`config.mk`:
```
export PLATFORM = sky130hd
export DESIGN_NAME = muldiv_sequencer_flat
export DESIGN_NICKNAME = d
export VERILOG_FILES = /design/src/rtl/muldiv_sequencer_if.sv /design/src/rtl/muldiv_sequencer.sv /design/src/flat_wrapper.sv
export SDC_FILE = /design/constraint.sdc
export NUM_CORES = 2
export LEC_CHECK = 0
export CORE_ASPECT_RATIO = 0.9
export CORE_MARGIN = 4
export CORE_UTILIZATION = 56
export DETAILED_ROUTE_END_ITERATION = 12
export HOLD_SLACK_MARGIN = 0.05
export PLACE_DENSITY_LB_ADDON = 0.08
export RECOVER_POWER = 25
export SETUP_SLACK_MARGIN = 0.15
export SYNTH_ARGS = -nofsm -noshare
export SYNTH_HDL_FRONTEND = slang
export SYNTH_SLANG_ARGS = --single-unit
```
`constraint.sdc`:
```
create_clock -name CLK -period 5.4 [get_ports CLK]
set_input_delay 0.81 -clock CLK [delete_from_list [all_inputs] [get_ports CLK]]
set_output_delay 0.81 -clock CLK [all_outputs]
set_load 0.03 [all_outputs]
```
`src/rtl/muldiv_sequencer_if.sv`:
```
// rtl/muldiv_sequencer_if.sv - request/result bundle between an issuing pipeline and muldiv_sequencer
interface muldiv_sequencer_if;
  logic        START;
  logic        ABORT;
  logic [2:0]  OP;
  logic [63:0] X;
  logic [63:0] Y;
  logic        BUSY;
  logic        DONE;
  logic [63:0] RESULT;

  modport master (
    output START, ABORT, OP, X, Y,
    input  BUSY, DONE, RESULT
  );

  modport slave (
    input  START, ABORT, OP, X, Y,
    output BUSY, DONE, RESULT
  );
endinterface

```
`src/rtl/muldiv_sequencer.sv`:
```
// rtl/muldiv_sequencer.sv - fixed-latency radix-2 RV64 M-extension multiply/divide sequencer
module muldiv_sequencer (
  input  logic              CLK,
  input  logic              RESET_N,
  muldiv_sequencer_if.slave bus
);

  typedef enum logic [1:0] {
    IDLE   = 2'd0,
    CALC   = 2'd1,
    FIX    = 2'd2,
    FINISH = 2'd3
  } state_e;

  localparam logic [2:0] OP_MUL    = 3'd0;
  localparam logic [2:0] OP_MULH   = 3'd1;
  localparam logic [2:0] OP_MULHSU = 3'd2;
  localparam logic [2:0] OP_DIV    = 3'd4;
  localparam logic [2:0] OP_REM    = 3'd6;

  state_e      state_q, state_d;
  logic [5:0]  cnt_q, cnt_d;
  logic [2:0]  op_q, op_d;
  logic [63:0] x_q, x_d;
  logic [63:0] y_q, y_d;
  logic [63:0] hi_q, hi_d;
  logic [63:0] lo_q, lo_d;
  logic [63:0] result_q, result_d;
  logic        busy_q, busy_d;
  logic        done_q, done_d;

  logic        x_neg_in, y_neg_in;
  logic [63:0] lo_init;
  logic        x_neg, y_neg;
  logic [63:0] x_mag, y_mag;
  logic [64:0] mul_sum;
  logic [64:0] div_r;
  logic        div_ge;
  logic [63:0] div_rem;
  logic [127:0] prod_fix;
  logic [63:0] fix_result;

  function automatic logic x_signed(input logic [2:0] op);
    return op inside {OP_MUL, OP_MULH, OP_MULHSU, OP_DIV, OP_REM};
  endfunction

  function automatic logic y_signed(input logic [2:0] op);
    return op inside {OP_MUL, OP_MULH, OP_DIV, OP_REM};
  endfunction

  function automatic logic [63:0] neg_if(input logic [63:0] v, input logic neg);
    return neg ? (~v + 64'd1) : v;
  endfunction

  // Both loops run on magnitudes; signs are folded back in FIX.
  always_comb begin
    x_neg_in = x_signed(bus.OP) & bus.X[63];
    y_neg_in = y_signed(bus.OP) & bus.Y[63];
    lo_init  = bus.OP[2] ? neg_if(bus.X, x_neg_in) : neg_if(bus.Y, y_neg_in);
    x_neg    = x_signed(op_q) & x_q[63];
    y_neg    = y_signed(op_q) & y_q[63];
    x_mag    = neg_if(x_q, x_neg);
    y_mag    = neg_if(y_q, y_neg);
  end

  // hi:lo holds product-so-far:multiplier, or partial-remainder:dividend/quotient.
  always_comb begin
    mul_sum = {1'b0, hi_q} + (lo_q[0] ? {1'b0, x_mag} : 65'd0);
    div_r   = {hi_q, lo_q[63]};
    div_ge  = (div_r >= {1'b0, y_mag});
    div_rem = div_r[63:0] - y_mag;

    prod_fix = {hi_q, lo_q};
    if (x_neg ^ y_neg) begin
      prod_fix = ~prod_fix + 128'd1;
    end

    if (!op_q[2]) begin
      fix_result = (op_q == OP_MUL) ? prod_fix[63:0] : prod_fix[127:64];
    end else if (!op_q[1]) begin
      fix_result = (y_q == 64'd0) ? {64{1'b1}} : neg_if(lo_q, x_neg ^ y_neg);
    end else begin
      fix_result = (y_q == 64'd0) ? x_q : neg_if(hi_q, x_neg);
    end
  end

  always_comb begin
    state_d  = state_q;
    cnt_d    = cnt_q;
    op_d     = op_q;
    x_d      = x_q;
    y_d      = y_q;
    hi_d     = hi_q;
    lo_d     = lo_q;
    result_d = result_q;
    done_d   = 1'b0;

    case (state_q)
      IDLE: begin
        if (bus.START && !bus.ABORT) begin
          op_d    = bus.OP;
          x_d     = bus.X;
          y_d     = bus.Y;
          cnt_d   = 6'd0;
          hi_d    = 64'd0;
          lo_d    = lo_init;
          state_d = CALC;
        end
      end
      CALC: begin
        if (!op_q[2]) begin
          hi_d = mul_sum[64:1];
          lo_d = {mul_sum[0], lo_q[63:1]};
        end else begin
          hi_d = div_ge ? div_rem : div_r[63:0];
          lo_d = {lo_q[62:0], div_ge};
        end
        cnt_d = cnt_q + 6'd1;
        if (cnt_q == 6'd63) begin
          state_d = FIX;
        end
      end
      FIX: begin
        result_d = fix_result;
        done_d   = 1'b1;
        state_d  = FINISH;
      end
      FINISH: begin
        state_d = IDLE;
      end
      default: begin
        state_d = IDLE;
      end
    endcase

    // A flush wins over everything except a DONE already on the wire.
    if (bus.ABORT) begin
      state_d  = IDLE;
      result_d = result_q;
      done_d   = 1'b0;
    end

    busy_d = (state_d != IDLE);
  end

  always_ff @(posedge CLK or negedge RESET_N) begin
    if (!RESET_N) begin
      state_q  <= IDLE;
      cnt_q    <= 6'd0;
      op_q     <= 3'd0;
      x_q      <= 64'd0;
      y_q      <= 64'd0;
      hi_q     <= 64'd0;
      lo_q     <= 64'd0;
      result_q <= 64'd0;
      busy_q   <= 1'b0;
      done_q   <= 1'b0;
    end else begin
      state_q  <= state_d;
      cnt_q    <= cnt_d;
      op_q     <= op_d;
      x_q      <= x_d;
      y_q      <= y_d;
      hi_q     <= hi_d;
      lo_q     <= lo_d;
      result_q <= result_d;
      busy_q   <= busy_d;
      done_q   <= done_d;
    end
  end

  assign bus.BUSY   = busy_q;
  assign bus.DONE   = done_q;
  assign bus.RESULT = result_q;

endmodule

```
`src/flat_wrapper.sv`:
```
// flat-port wrapper written by rule: the top's interface ports become plain ports
module muldiv_sequencer_flat 
  (CLK, RESET_N, bus_START, bus_ABORT, bus_OP, bus_X, bus_Y, bus_BUSY, bus_DONE, bus_RESULT);
  muldiv_sequencer_if bus_i ();
  input  logic CLK;
  input  logic RESET_N;
  input wire logic [$bits(bus_i.START)-1:0] bus_START;
  input wire logic [$bits(bus_i.ABORT)-1:0] bus_ABORT;
  input wire logic [$bits(bus_i.OP)-1:0] bus_OP;
  input wire logic [$bits(bus_i.X)-1:0] bus_X;
  input wire logic [$bits(bus_i.Y)-1:0] bus_Y;
  output wire logic [$bits(bus_i.BUSY)-1:0] bus_BUSY;
  output wire logic [$bits(bus_i.DONE)-1:0] bus_DONE;
  output wire logic [$bits(bus_i.RESULT)-1:0] bus_RESULT;
  assign bus_i.START = bus_START;
  assign bus_i.ABORT = bus_ABORT;
  assign bus_i.OP = bus_OP;
  assign bus_i.X = bus_X;
  assign bus_i.Y = bus_Y;
  assign bus_BUSY = bus_i.BUSY;
  assign bus_DONE = bus_i.DONE;
  assign bus_RESULT = bus_i.RESULT;
  muldiv_sequencer u_core (.CLK(CLK), .RESET_N(RESET_N), .bus(bus_i));
endmodule
```
# Word-level counts from Yosys, hierarchy flattened
# Cells that the tools add are included.
# classes
muxes	29
n_div	0
n_reduce_logical	15
shifts	0
add_sub_neg	10
magnitude_cmp	1
n_eq_ne	13
multipliers	0
n_bitwise	13
# op_table
op	count
$mux W64	18
$add A64 B1 Y64 const B	6
$not A64 Y64	6
$pmux W64 S2	2
$add A128 B1 Y128 const B	1
$mux W128	1
$not A128 Y128	1
$add A64 B65 Y65	1
$ge A65 B64 Y1	1
$logic_not A64 Y1	1
$sub A64 B64 Y64	1
$eq A3 B3 Y1 const B	4
$pmux W6 S2	1
$reduce_bool A5 Y1	2
$pmux W2 S4	1
$reduce_bool A4 Y1	2
$add A6 B1 Y6 const B	1
$eq A3 B1 Y1 const B	2
$eq A3 B2 Y1 const B	2
$eq A6 B6 Y1 const B	1
$logic_not A3 Y1	2
$mux W2	3
$mux W6	1
$reduce_and A2 Y1	3
other kinds (11)	17
# word_totals
ram_bits	0
regBits	333
input_bits	135
romBits	0
output_inout_bits	66
word_cells	91
memories	0
latch_bits	0

# Longest topological paths before layout
# logic_depth
word_depth	8
depth_mapped	24
depth_no_buf	23

# Worst setup path before layout
# OpenSTA, ideal clock, no wires.
# synth_path
kind	flip-flop to flip-flop
startpoint	register u_core.y_q[3]
endpoint	register u_core.hi_q[28]
setup_ns	0.126
synth_period_minus_slack_ns	5.276
t_arrival_ns	5.150
required_ns	5.274
path_slack_ns	0.124
path_buffers	4
path_stages_with_launch	21
path_cell_list	dfrtp_1 or4_4 nor3_1 and2_0 clkbuf_1 nand3_1 or4_1 o21ai_0 xor2_1 ha_1 clkbuf_1 a21o_1 a21o_1 a21oi_1 o311ai_0 a211oi_1 o31a_1 clkbuf_1 clkbuf_1 o21ai_0 a221o_1
# synth_via
elab_chain_cells	7
word_cells_on_any_way	8
cone_classes	2 x add/sub; 1 x order compare; 4 x mux; 1 x bitwise
# synth_rtl
item	line	rtl
start: declaration	muldiv_sequencer.sv:25	logic [63:0] y_q, y_d;
start signal: assignment	muldiv_sequencer.sv:163	y_q <= y_d;
$not A64 Y64	muldiv_sequencer.sv:52	return neg ? (~v + 64'd1) : v;
$add A64 B1 Y64	muldiv_sequencer.sv:52	
$mux W64 *	muldiv_sequencer.sv:52	
$sub A64 B64 Y64 / $ge A65 B64 Y1 (equally long branches)	muldiv_sequencer.sv:71, muldiv_sequencer.sv:70	
$mux W64 *	muldiv_sequencer.sv:115	hi_d = div_ge ? div_rem : div_r[63:0];
$mux W64 *	muldiv_sequencer.sv:111	if (!op_q[2]) begin
$pmux W64 S2 *	muldiv_sequencer.sv:98	case (state_q)
end signal: assignment	muldiv_sequencer.sv:164	hi_q <= hi_d;
end: declaration	muldiv_sequencer.sv:26	logic [63:0] hi_q, hi_d;
# Every way passes the cells marked *; elsewhere a longest branch is shown, timed or not.
# A chain may end at the register's enable or synchronous reset.

# Worst setup path in the final report
# layout_path
startpoint	register u_core.y_q[15]
endpoint	register u_core.hi_q[15]
# Same word-level chain as after synthesis.

==> out/qor.yml <==
grt_max_degree: 139
layout_commonest_cell: "nand2_1"
track_usage_pct: 48.4
initial_core_util_pct: 56.5
layout.nets: 5302
synthFlopType: "dfrtp_1"
path_max_fanout: 11
hold_path.class: "register to register"
p_per_area_nw_per_um2: 572
post-route-min-period_ns: 5.23
clock_sinks: 333
die_w_um: 273
cts-root-buf: "clkbuf_16"
crit_type: "register to register"
critPathLaunchType: "register"
yosys_warnings: 0
ant_nets: 0
grt_setup_unrepaired: "true"
clock.fmax_mhz: 191
cp_common_cell: "buf_4"
cpPeakStageDelay_ns: 0.54
chipHeight_um: 247
ir_drop_uv: 416
clk_latency_ns: 0.61
antenna_found_initial: 7
path_depth: 25
reg2reg_to: "u_core.hi_q[15]"
portBuffers: 200
design.die.area_sq_um: 67400
synth_area_sq_um: 35400
maxSlewHeadroom_pct: -94.1
slowest_stage: "or4_4"
gp_congestion: 1.25
synthDistinctLibCells: 98
wl_per_cell_um: 29.0
arrival_ns: 5.68
layout_common_cells: "nand2_1, a21oi_1, nor2_1"
clk_pin_slew_ns: 0.06
route.detailed.drc: 0
r2r_slack_ns: 0.17
syn_nets: 5118
grt-ovfl-total: 0
htree_levels: 2
finalSetupViolations: 0
cts_buffers: 40
drv_cap: 3
reg2reg_from: "u_core.y_q[15]"
routed-via-count: 41500
crit_family: "compound AO/OA/AOI/OAI gates"
yosysTopAreaCell: "dfrtp_1"
synth-seq-cells: 333
synth_top_area_share_pct: 23.5
num_rows: 87
total_power_uw: 24000
crit_end: "u_core.hi_q[15]"
drive_gt1_share_pct: 11.9
grt_pass1_vias: 37300
synthCells: 4846
violations: "capacitance limit, slew limit"
syn_to_final_growth_pct: 18.2
io_pins: 201
yosys-top-cells-area: "dfrtp_1, nand2_1, xnor2_1"
post-dp-hpwl_um: 133000
clk_path_buf_depth: 3
syn_area_per_cell_sq_um: 7.31
final_max_slew_viol_count: 279
grt_pass1_wl_um: 244000
core_sq_um: 62700
drt-total-wl_um: 172000
post-route-util_pct: 66.8
tightest_slew_ns: 2.91
p_leak_uw: 0.0173
reg2reg_depth: 25
finalClockSkew_ns: 0.0539
async_reset_ff_share_pct: 100
drtIter0Drc: 6352
ys_seq_area_share_pct: 23.5
first_pass_iters: 7
status: "finished with violations"
cts_tree: "built"
endpoint_kind: "register"
hold_violations: 0
synth_edf_count: 0
path_buf_inv: 7
critPathRequiredTime_ns: 5.85
viasPerCell: 7.03
period_share_pct: 96.9
worstSetupStartpoint: "u_core.y_q[15]"
[metal layers]
metal | GRT usage [%] | part of all wire, % | up-vias
li1 | - | - | 17900
met1 | 63.3 | 37 | 19600
met2 | 67.6 | 40 | 3337
met3 | 19.7 | 16 | 714
met4 | 27.0 | 7.5 | 12
met5 | 0 | 0.14 | -
[kinds of logic (layout without fill, tap and decap cells)]
| group | Yosys count | in the layout | share of synthesized area, % |
|---|---|---|---|
| and+or+nand+nor | 1813 | 1813 | 24.1 |
| adders and majority gates | 137 | 137 | 4.88 |
| xor gates and xnor gates | 531 | 531 | 13.1 |
| DFF | 333 | 333 | 23.5 |
| buffers and inverters | 427 | 641 | 4.72 |
| other | 0 | 3 | 0 |
| AOI/OAI and AO/OA | 1504 | 1504 | 26.7 |
| muxes | 101 | 101 | 2.90 |
[repair_timing]
action | CTS | global route
pin swaps | 15 | 54
hold buffers | 0 | 0
cloned | 1 | 1
endpoints found under the setup margin | 64 | 65
resized for setup | 34 | 149
buffers inserted | 11 | 16
[cell usage after synthesis, drive strengths merged (26+ instances only)]
master,number
nand2,801
a21oi,449
nor2,411
o21ai,385
dfrtp,333
clkbuf,310
xnor2,286
xor2,245
ha,135
nor3,124
a211oi,108
mux2i,88
nand3,84
a31oi,75
nor4,73
o31ai,72
a21o,69
inv,63
o211ai,61
nand4,53
or4,53
buf,51
or3,49
o21bai,37
o41ai,35
a22oi,30
a221o,26
[registers in the layout, summed over array words and instances (netlist names), 2 cells and up]
name               cells
u_core.cnt_q           6
u_core.x_q            64
u_core.state_q         2
u_core.bus.RESULT     64
u_core.hi_q           64
u_core.y_q            64
u_core.op_q            3
u_core.lo_q           64
[stage by stage]
step                setup WS, ns  setup TNS, ns  hold WS (ns)  instance area, sq um  instances
floorplan                  0.168              0         0.450                 35400       4846
global placement         0.00838              0         0.461                 39300       5804
detailed placement        -0.237          -1.00         0.469                 39300       5804
CTS                        0.164              0        0.0785                 41100       5888
global route              0.0252              0         0.518                 41900       5905
finish                     0.167              0         0.479                 41900       5908
[how the worst min path moves through the flow]
stage	start	end	slack, ns	depth (start not counted)
after floorplan	u_core.cnt_q[5]	u_core.cnt_q[5]	0.45	1
after global placement	u_core.cnt_q[5]	u_core.cnt_q[5]	0.46	1
after detailed placement	u_core.bus.RESULT[17]	u_core.bus.RESULT[17]	0.47	2
after CTS	RESET_N	u_core.bus.RESULT[60]	0.08	1
after global routing	u_core.bus.RESULT[49]	u_core.bus.RESULT[49]	0.52	1
final	u_core.cnt_q[5]	u_core.cnt_q[5]	0.48	1
[layout make-up]
cell class                 instances  area, sq um
multi-input combinational       4086        26400
timing repair buffer             503         4430
sequential                       333         8340
antenna                            3         7.51
clock buffer                      48         1040
clock inverter                    24          405
fill                            5548        20800
tap                              845         1060
inverter                          66          248
[power breakdown]
part / switching, uW / internal, uW
clock network: 1280 / 1830
logic: 9730 / 6230
registers: 1830 / 3060
Power figures use the tool's default switching activity.
